### src/rtl/sram_arbiter.sv
// sram_arbiter: round-robin arbiter sharing one single-port sram between fetch (port 0) and load/store (port 1).
// Latency: grant and sram pins are combinational in the request cycle; read data returns one cycle later.
// Backpressure: reqN_ready is low for the losing/locked-out port; the requester holds its request until ready.
module sram_arbiter #(
    parameter int addr_width = 16,
    parameter int data_width = 32
) (
    input  logic                  clk,
    input  logic                  rst,

    input  logic                  req0_valid,
    input  logic                  req0_we,
    input  logic                  req0_lock,
    input  logic [addr_width-1:0] req0_addr,
    input  logic [data_width-1:0] req0_wdata,
    output logic                  req0_ready,
    output logic                  rsp0_valid,
    output logic [data_width-1:0] rsp0_data,

    input  logic                  req1_valid,
    input  logic                  req1_we,
    input  logic                  req1_lock,
    input  logic [addr_width-1:0] req1_addr,
    input  logic [data_width-1:0] req1_wdata,
    output logic                  req1_ready,
    output logic                  rsp1_valid,
    output logic [data_width-1:0] rsp1_data,

    output logic                  mem_en,
    output logic                  mem_we,
    output logic [addr_width-1:0] mem_addr,
    output logic [data_width-1:0] mem_wr_data,
    input  logic [data_width-1:0] mem_rd_data
);

    // Arbitration state: port granted most recently, and the current lock holder (if any).
    logic last_grant;
    logic lock_held;
    logic lock_owner;

    // Combinational view of the lock owner's live request.
    logic owner_valid;
    logic owner_lock;
    logic locked;

    // Per-cycle grant decision and the fields of the winning request.
    logic                  grant0;
    logic                  grant1;
    logic                  grant_any;
    logic                  sel_we;
    logic                  sel_lock;
    logic [addr_width-1:0] sel_addr;
    logic [data_width-1:0] sel_wdata;

    // Lock is honoured only while the owner keeps both valid and lock high;
    // a dropped lock lets the same cycle fall through to round-robin.
    always_comb begin
        owner_valid = lock_owner ? req1_valid : req0_valid;
        owner_lock  = lock_owner ? req1_lock  : req0_lock;
        locked      = lock_held && owner_valid && owner_lock;
    end

    // Grant selection: lock first, then single requester, then round-robin on contention.
    // Reset suppresses every grant so nothing reaches the sram while rst is high.
    always_comb begin
        grant0 = 1'b0;
        grant1 = 1'b0;
        if (!rst) begin
            if (locked) begin
                grant0 = ~lock_owner;
                grant1 = lock_owner;
            end else if (req0_valid && req1_valid) begin
                grant0 = last_grant;
                grant1 = ~last_grant;
            end else begin
                grant0 = req0_valid;
                grant1 = req1_valid;
            end
        end
    end

    assign grant_any  = grant0 | grant1;
    assign req0_ready = grant0;
    assign req1_ready = grant1;

    // Mux the winning request's fields; only port 1 or port 0 can win in a cycle.
    always_comb begin
        sel_we    = grant1 ? req1_we    : req0_we;
        sel_lock  = grant1 ? req1_lock  : req0_lock;
        sel_addr  = grant1 ? req1_addr  : req0_addr;
        sel_wdata = grant1 ? req1_wdata : req0_wdata;
    end

    // Sram pins: driven from the granted request, all-zero when idle so the bus is quiet.
    always_comb begin
        mem_en      = 1'b0;
        mem_we      = 1'b0;
        mem_addr    = '0;
        mem_wr_data = '0;
        if (grant_any) begin
            mem_en      = 1'b1;
            mem_we      = sel_we;
            mem_addr    = sel_addr;
            mem_wr_data = sel_wdata;
        end
    end

    // Arbitration state update: remember the winner, take or release the lock.
    // A fresh lock from the winner takes precedence over releasing a stale one.
    always_ff @(posedge clk) begin
        if (rst) begin
            last_grant <= 1'b1;
            lock_held  <= 1'b0;
            lock_owner <= 1'b0;
        end else begin
            if (grant_any) begin
                last_grant <= grant1;
            end
            if (grant_any && sel_lock) begin
                lock_held  <= 1'b1;
                lock_owner <= grant1;
            end else if (lock_held && !(owner_valid && owner_lock)) begin
                lock_held <= 1'b0;
            end
        end
    end

    // Port 0 read response: capture sram data at the end of a granted read, one-cycle valid pulse.
    always_ff @(posedge clk) begin
        if (rst) begin
            rsp0_valid <= 1'b0;
            rsp0_data  <= '0;
        end else begin
            rsp0_valid <= grant0 && !req0_we;
            if (grant0 && !req0_we) begin
                rsp0_data <= mem_rd_data;
            end
        end
    end

    // Port 1 read response: same scheme as port 0; data holds between reads.
    always_ff @(posedge clk) begin
        if (rst) begin
            rsp1_valid <= 1'b0;
            rsp1_data  <= '0;
        end else begin
            rsp1_valid <= grant1 && !req1_we;
            if (grant1 && !req1_we) begin
                rsp1_data <= mem_rd_data;
            end
        end
    end

endmodule

### config.mk
export PLATFORM = sky130hd
export DESIGN_NAME = sram_arbiter
export DESIGN_NICKNAME = d
export VERILOG_FILES = /design/src/rtl/sram_arbiter.sv
export SDC_FILE = /design/constraint.sdc
export NUM_CORES = 1
export LEC_CHECK = 0
export ABC_AREA = 1
export BUFFER_PORTS_ARGS = -buffer_cell sky130_fd_sc_hd__buf_4
export CAP_MARGIN = 20
export CORE_AREA = 2 2 97 99
export DETAILED_ROUTE_END_ITERATION = 6
export DIE_AREA = 0 0 99 101
export GPL_ROUTABILITY_DRIVEN = 0
export MAX_ROUTING_LAYER = met4
export PLACE_DENSITY = 0.77
export SLEW_MARGIN = 20
export SYNTH_ARGS = -nofsm -noshare
export SYNTH_HDL_FRONTEND = slang
export SYNTH_SLANG_ARGS = --single-unit
### constraint.sdc
create_clock -name clk -period 1.8 [get_ports clk]
set_input_delay 0.27 -clock clk [delete_from_list [all_inputs] [get_ports clk]]
set_output_delay 0.27 -clock clk [all_outputs]
set_load 0.005 [all_outputs]
# == Word level (Yosys, flattened, before mapping) ==
# Index checks and enable logic that the tools add are counted.
# op_classes
reduce_logical,12
muxes,18
bitwise_logic,3
# ops
op,count
$mux 32,2
$mux 16,2
$mux 1,14
$logic_and 1x1->1,8
$logic_not 1->1,3
$not 1->1,2
$reduce_bool 2->1,1
$or 1x1->1,1
# totals
in_bits,136
out_inout_bits,118
reg_bits,69
word_cells,40

# == Longest topological paths before layout ==
# logic_depth
depth_word,8
depth_mapped,12
depth_no_buf,10

# == Worst setup path after synthesis ==
# Ideal clock, no wire load.
# synth_path
kind,register to output
startpoint,register lock_owner
endpoint,output mem_addr[0]
path_buffers,2
setup_slack_ps,234
required_time_ps,1530
path_stages_with_launch,12
t_arrival_ps,1296
cell_sequence,dfxtp_1 -> inv_2 -> nand3_1 -> nand2_1 -> nand2_1 -> nand2_1 -> nand3_2 -> nand2_2 -> inv_2 -> buf_6 -> buf_6 -> a21oi_2
# synth_between
elab_chain_cells,7
word_cells_on_any_way,12
classes_between,8 x mux; 2 x bitwise; 2 x reduce/logical
# synth_lines
element,line_no,source
"start, declared",39,logic lock_owner;
"start signal, assigned",121,lock_owner <= grant1;
$mux 1,58,owner_valid = lock_owner ? req1_valid : req0_valid;
$logic_and 1x1->1 (2 in series),60,locked = lock_held && owner_valid && owner_lock;
$mux 1,69,if (locked) begin
$mux 1,68,if (!rst) begin
$mux 16 or $or 1x1->1 (tied branches),"90, 82",
$mux 16 (*),100,if (grant_any) begin
"end, declared",31,"output logic [addr_width-1:0] mem_addr,"
# Every way passes the cells marked *; elsewhere a longest branch is shown, timed or not.

# == Worst setup path in the final report ==
# layout_path
startpoint,register lock_owner
endpoint,output mem_wr_data[19]
# layout_between
elab_chain_cells,7
word_cells_on_any_way,12
classes_between,8 x mux; 2 x bitwise; 2 x reduce/logical
# layout_lines
element,line_no,source
$mux 1,58,
$logic_and 1x1->1 (2 in series),60,
$mux 1,69,
$mux 1,68,
$mux 32 or $or 1x1->1 (tied branches),"91, 82",
$mux 32 (*),100,
"end, declared",32,"output logic [data_width-1:0] mem_wr_data,"
# Marks and branches as above.

==> flow_summary.yaml <==
finish:
  final_common_cell: "buf_4"
  syn_to_final_growth_pct: 84.4
  drive_above_1_share: 0.492
  nNetsFinal: 935
  final_area_sq_um: 6290
  final_cell_mix: "buf_4 (261), nand2_1 (197), dfxtp_1 (68)"
  fillers: 698
  diodes: 0
die:
  coreArea_sq_um: 8980
  die_height_microns: 101
  ioPinCount: 254
  die_area_sq_um: 10000
  initial_core_util: 0.380
  rows: 35
  die_w_microns: 99
timing:
  fin_ws_ns: -0.360
  finClkSkew_ns: 0.0168
  finalHoldViolations: 0
  rsz0062_at_grt: "true"
  min_period_over_period: 1.20
  slew_headroom: 0.541
  finalSetupViolations: 50
  fin_crit_ns: 2.16
  drv_slew: 0
  fmax_mhz: 463
  worst_pin_slew_ns: 0.689
clock_network:
  clk_path_buf_depth: 2
  cts-htree-levels: 3
  path_clk_slew_ns: 0.08
  cts_root_buffer: "clkbuf_8"
  numCtsBuffers: 9
  clock_latency_ns: 0.34
  cts.hold.buffers_added: 0
  cts_tree: "done"
  cts_sinks: 69
global_route:
  overflow: 0
  antenna_found_initial: 0
  grt_pass1_wl_mm: 20.1
  track_usage: 0.263
  grt_max_degree: 67
  grt_pass1_vias: 4131
run_status:
  status: "finished with violations"
  violations: "negative setup slack"
logic_synthesis:
  synth_seq_cells: 69
  seq_area_frac_synth: 0.405
  synth.distinct_cells: 18
  synth_cells: 539
  synth_nets: 675
  synth_warnings: 0
  syn-mean-instance-area_sq_um: 6.33
  syn_area_sq_um: 3410
worst_setup_path:
  end_kind: "primary output"
  cp.required_ns: 1.53
  worstPathArrival_ns: 1.89
  start_kind: "register"
  worstPathMaxFanout: 12
  crit_type: "reg -> out"
routing:
  met2_length_mm: 7.52
  met3_length_mm: 1.18
  drc: 0
  via_per_inst: 4.92
  firstDrtPassIters: 4
  vias: 4495
  dr.max_layer_used: "met4"
  wl_mm: 14.6
  antenna_left: 0
  post_drt_wl_per_cell_microns: 16.0
  wirelength_met1_mm: 5.16
  drtIter0Drc: 124
placed_design:
  pre_cts_ws_ns: -0.0311
  placed_area_sq_um: 5430
  port-buffer-count: 253
  hpwl_mm: 9.72
pwr:
  leakage_uw: 0.00344
  p_per_area_nw_per_um2: 667
  irDropWorstVdd_v: 0.000475
run:
  maxCapViolations: 0
min_path:
  hold_path.class: "in -> reg"
## worst paths after layout
path / startpoint / endpoint / slack (ns) / cells past startpoint
worst max-delay path: lock_owner$_SDFFE_PP0P_ / mem_wr_data[19] / -0.36 / 12
worst min-delay path: mem_rd_data[30] / rsp0_data[30]$_SDFFE_PP0P_ / 0.13 / 3
worst max register to register: lock_owner$_SDFFE_PP0P_ / rsp1_data[11]$_SDFFE_PP0P_ / 0.22 / 10
worst min register to register: rsp0_data[22]$_SDFFE_PP0P_ / rsp0_data[22]$_SDFFE_PP0P_ / 0.47 / 2
## where the power goes
part | total, uW | leakage (uW) | internal [uW] | switching [uW]
clock network | 1210 | 0.0000950 | 632 | 583
logic | 1320 | 0.00278 | 705 | 611
registers | 1660 | 0.000564 | 1620 | 48.2
total | 4200 | 0.00344 | 2950 | 1240
## metal layers
layer,vias up,track usage
met3,56,0.0735
met4,0,0.129
met5,-,-
met1,2049,0.268
met2,228,0.467
li1,2162,-
## state kept, by name, indices dropped and copies added, names as in the netlist
signal / cells
rsp0_data: 32
lock_held: 1
last_grant: 1
rsp1_valid: 1
lock_owner: 1
rsp1_data: 32
rsp0_valid: 1
## synthesized netlist by cell type
cell type	instances	area share
nand2_1	234	0.26
a21oi_2	20	0.051
a21oi_1	30	0.044
nand2_2	2	0.0037
buf_6	3	0.0099
o211ai_1	1	0.0022
nand3_2	3	0.0088
o21ai_0	1	0.0015
inv_2	5	0.0055
nand3_1	35	0.051
nand4_1	1	0.0018
buf_2	18	0.026
buf_4	2	0.0044
nor2_1	65	0.072
inv_1	38	0.042
dfxtp_1	69	0.40
clkbuf_1	8	0.0088
buf_1	4	0.0044
## stage by stage
stage          power [uW]  TNS [ns]   util  std cells  hold WS (ns)
2_1_floorplan        2120         0      -        539         0.381
3_3_place_gp         2720         0  0.605        880         0.451
3_5_place_dp         2750   -0.0311  0.605        880         0.458
4_1_cts              4080    -13.41  0.661        909         0.115
5_1_grt              4400    -19.77  0.701        914         0.122
6_report             4200    -13.68  0.701        914         0.133
## cell families (layout without fill, tap and decap cells)
kind of cell | Yosys count | count (layout) | share of synthesized area
buffers and inverters | 78 | 342 | 0.101
DFF | 69 | 69 | 0.405
AOI/OAI and AO/OA | 52 | 52 | 0.0990
and+or+nand+nor | 340 | 340 | 0.395
## layout make-up
| type | instances | area (sq um) | area share |
|---|---|---|---|
| clock buffers | 9 | 124 | 0.0197 |
| multi-input cells | 392 | 1990 | 0.316 |
| flip-flops and latches | 69 | 1380 | 0.220 |
| well taps | 111 | 139 | 0.0221 |
| repair buffers | 284 | 2420 | 0.384 |
| clock inverters | 6 | 65.1 | 0.0103 |
| inverters | 43 | 176 | 0.0280 |
## worst max-delay path, cell delays in order (launching register included)
cell      delay, ns
dfxtp_2        0.33
inv_2          0.06
nand3_2        0.08
nand2_4        0.10
nand2_4        0.07
nand2_4        0.07
nand3_4        0.09
buf_6          0.15
clkinv_8       0.08
buf_16         0.13
nand2_1        0.08
a21oi_2        0.17
buf_4          0.14
## what timing repair did
item	CTS	global route
endpoints found under the setup margin	51	51
pin swaps	4	22
gates resized for setup	31	72
cloned	6	4
setup buffers	8	1
Power figures use the tool's default switching activity.
